==> config.mk <==
export PLATFORM = sky130hd
export DESIGN_NAME = k005297_busarb
export DESIGN_NICKNAME = d
export VERILOG_FILES = /design/src/rtl/k005297_pkg.sv /design/src/rtl/k005297_edgedet.sv /design/src/rtl/k005297_busarb.sv
export SDC_FILE = /design/constraint.sdc
export NUM_CORES = 1
export LEC_CHECK = 0
export CORE_MARGIN = 3
export CORE_UTILIZATION = 56
export DETAILED_ROUTE_END_ITERATION = 10
export PLACE_DENSITY = 0.8
export SYNTH_ARGS = -nofsm -noshare
export SYNTH_HDL_FRONTEND = slang
export SYNTH_SLANG_ARGS = --single-unit
==> constraint.sdc <==
create_clock -name i_MCLK -period 3.8 [get_ports i_MCLK]
set_clock_uncertainty 0.05 [all_clocks]
set_input_delay 0.38 -clock i_MCLK [delete_from_list [all_inputs] [get_ports i_MCLK]]
set_output_delay 0.38 -clock i_MCLK [all_outputs]
set_load 0.005 [all_outputs]
==> src/rtl/k005297_pkg.sv <==
// Shared arbiter state encoding and parameter defaults for the K005297 DMA bus arbiter.
package k005297_pkg;

  typedef enum logic [2:0] {
    ST_IDLE = 3'd0,
    ST_REQ  = 3'd1,
    ST_SYNC = 3'd2,
    ST_OWN  = 3'd3,
    ST_REL  = 3'd4,
    ST_GAP  = 3'd5
  } arb_state_e;

  localparam int BURST_MAX_DEF   = 4;
  localparam int GAP_CYC_DEF     = 8;
  localparam int GNT_TIMEOUT_DEF = 63;

endpackage

==> src/rtl/k005297_edgedet.sv <==
// Rising-edge detector that samples its input only on 4 MHz enables.
module k005297_edgedet (
  input  logic i_MCLK,
  input  logic i_SYS_RST,
  input  logic i_EN,
  input  logic i_D,
  output logic o_RISE
);

  logic d_prev;

  always_ff @(posedge i_MCLK) begin
    if (i_SYS_RST)
      d_prev <= 1'b0;
    else if (i_EN)
      d_prev <= i_D;
  end

  assign o_RISE = i_EN & i_D & ~d_prev;

endmodule

==> src/rtl/k005297_busarb.sv <==
// DMA bus arbiter: requests the CPU bus, owns it for a burst, then releases it.
//  state | meaning
//  IDLE  | bus not wanted
//  REQ   | BR asserted, waiting for BG (grant timer running)
//  SYNC  | granted, waiting for AS and foreign BGACK to go idle
//  OWN   | bus owned, DMA running, words counted
//  REL   | one enable holding BGACK after DMA stops
//  GAP   | forced bus-free gap after a burst-limited release
module k005297_busarb #(
  parameter int BURST_MAX   = k005297_pkg::BURST_MAX_DEF,
  parameter int GAP_CYC     = k005297_pkg::GAP_CYC_DEF,
  parameter int GNT_TIMEOUT = k005297_pkg::GNT_TIMEOUT_DEF
) (
  input  logic       i_MCLK,
  input  logic       i_SYS_RST,
  input  logic       i_CLK4M_PCEN_n,
  input  logic       i_BR_START_n,
  input  logic       i_DMA_END,
  input  logic       i_DMA_WORD_END,
  input  logic       i_BG_n,
  input  logic       i_AS_n,
  input  logic       i_BGACK_n,
  output logic       o_BR_n,
  output logic       o_BGACK_n,
  output logic       o_DMA_ACT,
  output logic       o_GNT_TO,
  output logic [3:0] o_WORD_CNT
);
  import k005297_pkg::*;

  logic       en;
  logic       word_rise;
  arb_state_e state, state_nxt;
  logic [5:0] gnt_tmr, gnt_tmr_nxt;
  logic [3:0] gap_tmr, gap_tmr_nxt;
  logic [3:0] word_cnt_nxt;
  logic       limit_flg, limit_flg_nxt;
  logic       gnt_to_nxt;

  assign en = ~i_CLK4M_PCEN_n;

  k005297_edgedet u_word_edge (
    .i_MCLK   (i_MCLK),
    .i_SYS_RST(i_SYS_RST),
    .i_EN     (en),
    .i_D      (i_DMA_WORD_END),
    .o_RISE   (word_rise)
  );

  always_comb begin
    state_nxt     = state;
    gnt_tmr_nxt   = gnt_tmr;
    gap_tmr_nxt   = gap_tmr;
    word_cnt_nxt  = o_WORD_CNT;
    limit_flg_nxt = limit_flg;
    gnt_to_nxt    = 1'b0;
    case (state)
      ST_IDLE: begin
        if (!i_BR_START_n) begin
          state_nxt    = ST_REQ;
          gnt_tmr_nxt  = '0;
          word_cnt_nxt = '0;
        end
      end
      ST_REQ: begin
        gnt_tmr_nxt = gnt_tmr + 6'd1;
        // A grant arriving on the expiry enable still wins over the timeout.
        if (!i_BG_n) begin
          state_nxt = ST_SYNC;
        end else if (gnt_tmr_nxt == 6'(GNT_TIMEOUT)) begin
          state_nxt  = ST_IDLE;
          gnt_to_nxt = 1'b1;
        end
      end
      ST_SYNC: begin
        if (i_AS_n && i_BGACK_n)
          state_nxt = ST_OWN;
      end
      ST_OWN: begin
        if (word_rise && (o_WORD_CNT != 4'hF))
          word_cnt_nxt = o_WORD_CNT + 4'd1;
        if (i_DMA_END) begin
          state_nxt     = ST_REL;
          limit_flg_nxt = 1'b0;
        end else if (o_WORD_CNT >= 4'(BURST_MAX)) begin
          state_nxt     = ST_REL;
          limit_flg_nxt = 1'b1;
        end
      end
      ST_REL: begin
        state_nxt   = limit_flg ? ST_GAP : ST_IDLE;
        gap_tmr_nxt = '0;
      end
      ST_GAP: begin
        gap_tmr_nxt = gap_tmr + 4'd1;
        if (gap_tmr_nxt == 4'(GAP_CYC)) begin
          if (!i_BR_START_n) begin
            state_nxt    = ST_REQ;
            gnt_tmr_nxt  = '0;
            word_cnt_nxt = '0;
          end else begin
            state_nxt = ST_IDLE;
          end
        end
      end
      default: state_nxt = ST_IDLE;
    endcase
  end

  // Bus outputs are decoded from the next state so they change on the same enabled edge.
  always_ff @(posedge i_MCLK) begin
    if (i_SYS_RST) begin
      state      <= ST_IDLE;
      gnt_tmr    <= '0;
      gap_tmr    <= '0;
      limit_flg  <= 1'b0;
      o_BR_n     <= 1'b1;
      o_BGACK_n  <= 1'b1;
      o_DMA_ACT  <= 1'b0;
      o_GNT_TO   <= 1'b0;
      o_WORD_CNT <= '0;
    end else if (en) begin
      state      <= state_nxt;
      gnt_tmr    <= gnt_tmr_nxt;
      gap_tmr    <= gap_tmr_nxt;
      limit_flg  <= limit_flg_nxt;
      o_BR_n     <= ~((state_nxt == ST_REQ) || (state_nxt == ST_SYNC));
      o_BGACK_n  <= ~((state_nxt == ST_OWN) || (state_nxt == ST_REL));
      o_DMA_ACT  <= (state_nxt == ST_OWN);
      o_GNT_TO   <= gnt_to_nxt;
      o_WORD_CNT <= word_cnt_nxt;
    end
  end

endmodule

==> results.tsv, run 1 <==
stage	metric	value	unit
place	Port Buf Inserts	16	
layout	Multi-input gate area	842.1	µm²
critical_path	worst path required time	3.99	ns
synth	Synth area leader	dfxtp_1	
sta	final worst path period share	0.5175	
cts	Worst-Skew Late Latency	0.33	ns
pwr	Leakage Power	0.0005088	µW
critical_path	startpoint types	register	
grt	initial antenna violation count	0	
detailed_routing	met2 WL	1431	µm
sta	slew margin rel.	0.4033	
detailed_routing	final WL	3011	µm
synth	Main synth FF type	dfxtp_1	
critical_path	Worst Path Arrival	2.16	ns
detailed_routing	met3 WL	73	µm
cts	clock-pin slew on the worst setup and hold paths	0.13	ns
floorplanning	I/O pin count	17	
detailed_routing	number of nets with antenna violations after routing	0	
flow_run	max-cap viol count	0	
synth	ranking of synthesized cells by area	dfxtp_1 34%, a21oi_1 7.0%, nor2_1 5.0%	
synth	synth warn	0	
outcome	status	complete, no violations	
synth	share of the synthesized area in the top cell type	0.3379	
critical_path	Crit Path Class	reg2reg	
pwr	combinational share of power	0.147	
pwr	Peak VDD IR	0.2180	mV
sta	Final Hold Viols	0	
cts	CTS Sinks	23	
synth	most frequent cell after synthesis	dfxtp_1	
layout	# nets final	198	
detailed_routing	routed len/inst	14.20	µm
place	final RePlAce weighted congestion	0.8092	
critical_path	Crit. End Element	register	
synth	Post-synth top cells	23 x dfxtp_1, 19 x a21oi_1, 18 x nor2_1	
sta	Max Clk Rate	508.5	MHz
layout	diode count	0	
place	Final HPWL DP	2134	µm
worst_hold_path	Hold Path Class	reg2reg	
detailed_routing	DRC viols	0	
detailed_routing	DR vias/cell	6.170	
floorplanning	die height	55.33	µm
synth	post-synthesis register bit count	23	
pwr	internal power	314.8	µW
cts	Post-CTS Resized	0	
sta	Setup TNS Final	0	ns
cts	cts bufs inserted	3	
detailed_routing	Initial DRT Pass Iterations	4	
place	Place WS	1.594	ns
pwr	clock share of power	0.275	
synth	library cells used by synthesis	51	
critical_path	crit path cell chain	nor2b_1, nand2_1, nor3_1, a31oi_1, a21oi_1	
floorplanning	Die Area	0.003061	mm²
cts	Max Buffers Root-to-Sink	2	
layout	sequential cell area	460.4	µm²
sta	setup slack after layout	1.833	ns
sta	fin. max-slew vios	0	
detailed_routing	DRT met1 WL	1456	µm
grt	vias in the first global route	1206	
layout	Area Growth Syn to Fin	13.87	%
grt	Tot GR Track Use	0.2092	
sta	Final setup viols	0	
detailed_routing	via count	1308	
floorplanning	initial core utilization	0.6043	
grt	total gr overflow	0	
pwr	P_sw	130.3	µW
floorplanning	core area	0.002255	mm²
pwr	PwrDens	286.9	mW/mm²
layout	fillcell total	201	
grt	largest net degree at the start of global routing	26	
critical_path	Crit path largest cell delay	0.62	ns
sta	Worst-Margin Slew	0.8922	ns
detailed_routing	top routing layer used	met4	
synth	Cells after Synth	172	
pwr	sw frac	0.2927	
floorplanning	num rows	17	
critical_path	crit-path max FO	13	
synth	syn nets	185	
cts	CTS tree	done	
cts	root buf cell	clkbuf_4	
synth	Avg Synthesized Cell Area	7.922	µm²
synth	Cell Area, Synth	0.001363	mm²
cts	post-CTS setup buffer count	0	
grt	first-pass GRT wire length	5244	µm
synth	Post-synth ARST share	0	
floorplanning	Die Span X	55.33	µm
synth	sequential fraction of the synthesis area	0.3379	
sta	unrepaired setup endpoints after global routing	no	
synth	Post-synth EDFFs	0	
sta	Tmin final	1.967	ns
pwr	sequential power share	0.578	
detailed_routing	DR iter-0 viols	33	
critical_path	CP max stage cell	dfxtp_1	
cts	H-tree levels	1	
layout	share of cells above drive strength 1	0.08696	
cts	Hold Buf Count CTS	0	
[cell families after synthesis]
family	after synthesis	share of synthesized area
AND/OR/NAND/NOR	73	0.2773
AO/OA/AOI/OAI	56	0.2911
flip-flops	23	0.3379
buffers and inverters	14	0.04408
adder cells (fa/ha/maj)	4	0.03673
XOR/XNOR	2	0.01286
[worst paths after layout]
kind	slack, ns	startpoint	to	depth (start not counted)
setup / recovery	1.83	state[0]	gnt_tmr[5]	5
hold / removal	0.43	o_DMA_ACT	o_DMA_ACT	2
setup reg to reg	1.83	state[0]	gnt_tmr[5]	5
hold reg to reg	0.43	o_DMA_ACT	o_DMA_ACT	2
[critical path, delay by kind of cell, from the launching register on]
family             cells  cell delay [ns]
and+or+nand+nor        3             0.98
AOI/OAI and AO/OA      2             0.23
DFF                    1             0.62
[sequential cells by signal, summed over array words and instances (netlist names)]
| register | count |
|---|---|
| o_BGACK_n | 1 |
| o_BR_n | 1 |
| gap_tmr | 4 |
| gnt_tmr | 6 |
| o_WORD_CNT | 4 |
| state | 3 |
| u_word_edge.d_prev | 1 |
| limit_flg | 1 |
| o_GNT_TO | 1 |
| o_DMA_ACT | 1 |
[power groups by stage]
stage / registers, µW / clock network, µW / logic [µW]
detailed placement: 262 / 0 / 64.9
global placement: 262 / 0 / 63.5
CTS: 257 / 124 / 65.3
finish: 257 / 122 / 65.4
floorplan: 256 / 0 / 49.7
global route: 259 / 134 / 72.6
[placed cells by master, fill, tap and decap left out, types with 2 or more instances in the layout]
cell type	synthesis	layout
a211oi_1	3	3
nor2b_1	5	5
and2_1	2	2
o21ai_0	5	5
nand3_1	6	6
o31ai_1	2	2
nor4_1	2	2
clkbuf_4	0	3
nand4_1	2	2
xnor2_1	2	2
nand2b_1	2	2
clkdlybuf4s50_1	0	16
or3_1	2	2
a21oi_1	19	19
inv_2	2	2
o21bai_1	2	2
a31oi_1	7	7
nor3_1	8	8
nor2_1	18	18
nand3b_1	2	2
inv_1	3	3
nand2_1	15	15
ha_1	4	4
o31a_1	2	2
dfxtp_1	23	23
[metrics by stage]
| stage | hold slack [ns] | util | instance area [µm²] | cells | power (µW) |
|---|---|---|---|---|---|
| CTS | 0.4324 | 0.6881 | 1551 | 212 | 446.1 |
| global route | 0.4834 | 0.6881 | 1551 | 212 | 465.1 |
| detailed placement | 0.4101 | 0.6759 | 1524 | 208 | 327.2 |
| finish | 0.4268 | 0.6881 | 1551 | 212 | 445.1 |
| floorplan | 0.4073 | - | 1363 | 172 | 305.5 |
| global placement | 0.4029 | 0.6759 | 1524 | 208 | 325.1 |
[area by class of cell]
cell class | instances | share of cell area
clock buffer | 3 | 0.01452
inverter | 5 | 0.01210
clock inverter | 1 | 0.003226
multi-input combinational | 135 | 0.5427
tap | 28 | 0.02258
timing repair buffer | 17 | 0.1081
sequential | 23 | 0.2968
[per-layer routing]
| metal | vias to the layer above | track usage |
|---|---|---|
| met5 | - | 0 |
| met4 | 0 | 0.08681 |
| met3 | 5 | 0.03738 |
| met2 | 20 | 0.3463 |
| met1 | 617 | 0.2663 |
| li1 | 666 | - |
Note: power is estimated with default switching activity, not from simulation.
==> run 2: changes to the inputs <==
CORE_UTILIZATION = 49   (was 56)
PLACE_DENSITY = 0.75   (was 0.8)
clock period = 1.7 ns   (was 3.8 ns; I/O delays follow)
==> run 2 against run 1 <==
Via count rose by 3.4%. Count of clock-buffer cells in the layout rose by 1. Register-to-register slack got worse by 1.8 ns. Fmax rose by 21%. Final cell count rose by 9.0%. Utilization fell by 2.7 points. Sequential power rose by 120%. Routed wire length rose by 4.8%. Worst hold slack got worse by 0.0023 ns. Largest cell class unchanged. First-iteration DRC count fell by 39%.
==> results.tsv, run 2 (same netlist as run 1, synthesis figures left out) <==
stage	metric	value	unit
sta	setup slack after layout	0.07432	ns
layout	share of cells above drive strength 1	0.1891	
cts	CTS Sinks	23	
cts	cts bufs inserted	3	
cts	Max Buffers Root-to-Sink	2	
critical_path	CP max stage cell	or4_4	
layout	fillcell total	228	
sta	Final Hold Viols	0	
sta	unrepaired setup endpoints after global routing	no	
cts	Worst-Skew Late Latency	0.30	ns
sta	final worst path period share	0.9563	
detailed_routing	Initial DRT Pass Iterations	4	
layout	Biggest register	gnt_tmr	
floorplanning	Die Area	0.003449	mm²
sta	Tmin final	1.626	ns
sta	slew margin rel.	0.7510	
floorplanning	die height	58.73	µm
place	Final HPWL DP	2420	µm
layout	biggest regs	gnt_tmr x6, gap_tmr x4, o_WORD_CNT x4	
worst_hold_path	Hold Path Class	reg2reg	
cts	H-tree levels	1	
detailed_routing	via count	1353	
floorplanning	initial core utilization	0.5307	
detailed_routing	routed len/inst	13.66	µm
sta	fin. max-slew vios	0	
critical_path	Crit. End Element	register	
layout	diode count	0	
floorplanning	core area	0.002567	mm²
layout	Area Growth Syn to Fin	24.61	%
critical_path	worst path required time	1.84	ns
layout	# nets final	215	
critical_path	startpoint types	register	
pwr	total power	1007	µW
detailed_routing	DR iter-0 viols	20	
layout	max FFs per register	6	
sta	Final setup viols	0	
pwr	Leakage Power	0.0005890	µW
floorplanning	Die Span X	58.73	µm
grt	total gr overflow	0	
place	Place WS	-0.07412	ns
pwr	Peak VDD IR	0.4923	mV
detailed_routing	number of nets with antenna violations after routing	0	
critical_path	Worst Path Arrival	1.77	ns
grt	first-pass GRT wire length	5423	µm
sta	Worst-Margin Slew	0.3710	ns
pwr	PwrDens	593.2	mW/mm²
cts	Hold Buf Count CTS	0	
floorplanning	num rows	18	
place	final RePlAce weighted congestion	0.8467	
grt	vias in the first global route	1285	
cts	clock-pin slew on the worst setup and hold paths	0.13	ns
flow_run	max-cap viol count	0	
grt	initial antenna violation count	0	
critical_path	crit path cell chain	ha_1, nand3_2, a21oi_2, or4_4, o211ai_2, o221ai_2	
detailed_routing	final WL	3156	µm
grt	largest net degree at the start of global routing	20	
place	Port Buf Inserts	16	
outcome	status	complete, no violations	
critical_path	Crit path largest cell delay	0.50	ns
floorplanning	I/O pin count	17	
grt	Tot GR Track Use	0.1979	
detailed_routing	DR vias/cell	5.857	
cts	root buf cell	clkbuf_4	
detailed_routing	DRC viols	0	
critical_path	Crit Path Class	reg2reg	
sta	Max Clk Rate	615.1	MHz
layout	most common cell after layout, fill and taps aside	dfxtp_1	
cts	CTS tree	done	
layout	most frequent cells in the layout	21 x dfxtp_1, 19 x a21oi_1, 18 x nor2_1, 18 x buf_4, 16 x clkdlybuf4s50_1	
critical_path	crit-path max FO	5	
-- run 2: cell types whose count changed in the layout (fill, tap and decap cells not counted), sizes merged --
cell,previous run,this run
clkbuf,3,4
clkinv,1,0
buf,1,18
-- run 2: critical path, delay by kind of cell, from the launching register on --
kind	cells	cell delay, ns
adders and majority gates	1	0.22
and+or+nand+nor	2	0.61
DFF	1	0.37
AOI/OAI and AO/OA	3	0.28
-- run 2: final timing paths --
| kind | from | endpoint | slack, ns | depth (start not counted) |
|---|---|---|---|---|
| worst max register to register | gap_tmr[1] | o_BR_n | 0.07 | 6 |
| worst max-delay path | gap_tmr[1] | o_BR_n | 0.07 | 6 |
| worst min register to register | o_DMA_ACT | o_DMA_ACT | 0.42 | 2 |
| worst min-delay path | o_DMA_ACT | o_DMA_ACT | 0.42 | 2 |
-- run 2: cell type report --
cell class	count	area [µm²]	share of cell area
Inverter	5	18.77	0.01105
Sequential cell	23	462.9	0.2727
Clock buffer	4	26.28	0.01548
Timing Repair Buffer	34	295.3	0.1739
Multi-Input combinational cell	135	857.1	0.5048
Tap cell	30	37.54	0.02211
-- run 2: timing repair --
| item | CTS | global route |
|---|---|---|
| setup buffers | 0 | 1 |
| setup endpoints to repair | 0 | 9 |
| resized for setup | 0 | 6 |
-- run 2: report_power, final --
part           switching [µW]  internal, µW  leakage, µW  total, µW
combinational            96.2          90.8     0.000387        187
clock                     162          91.3    0.0000150        254
sequential               15.3           551     0.000187        566
-- run 2: routing by layer --
layer / track usage / part of all wire / wire length, µm / vias up
met4: 0.05178 / 0.0057 / 18 / 0
li1: - / - / - / 694
met3: 0.03070 / 0.027 / 85 / 2
met2: 0.3486 / 0.49 / 1550 / 17
met1: 0.2493 / 0.48 / 1501 / 640
met5: 0 / 0 / 0 / -
-- run 2: per-stage QoR --
step	utilization	std cells	TNS [ns]	hold slack (ns)	instance area, µm²
finish	0.6613	231	0	0.4245	1698
floorplan	-	172	0	0.2166	1363
CTS	0.6516	230	0	0.4199	1673
global placement	0.6413	226	-0.003691	0.3974	1647
global route	0.6613	231	0	0.4370	1698
detailed placement	0.6413	226	-0.08011	0.4102	1647
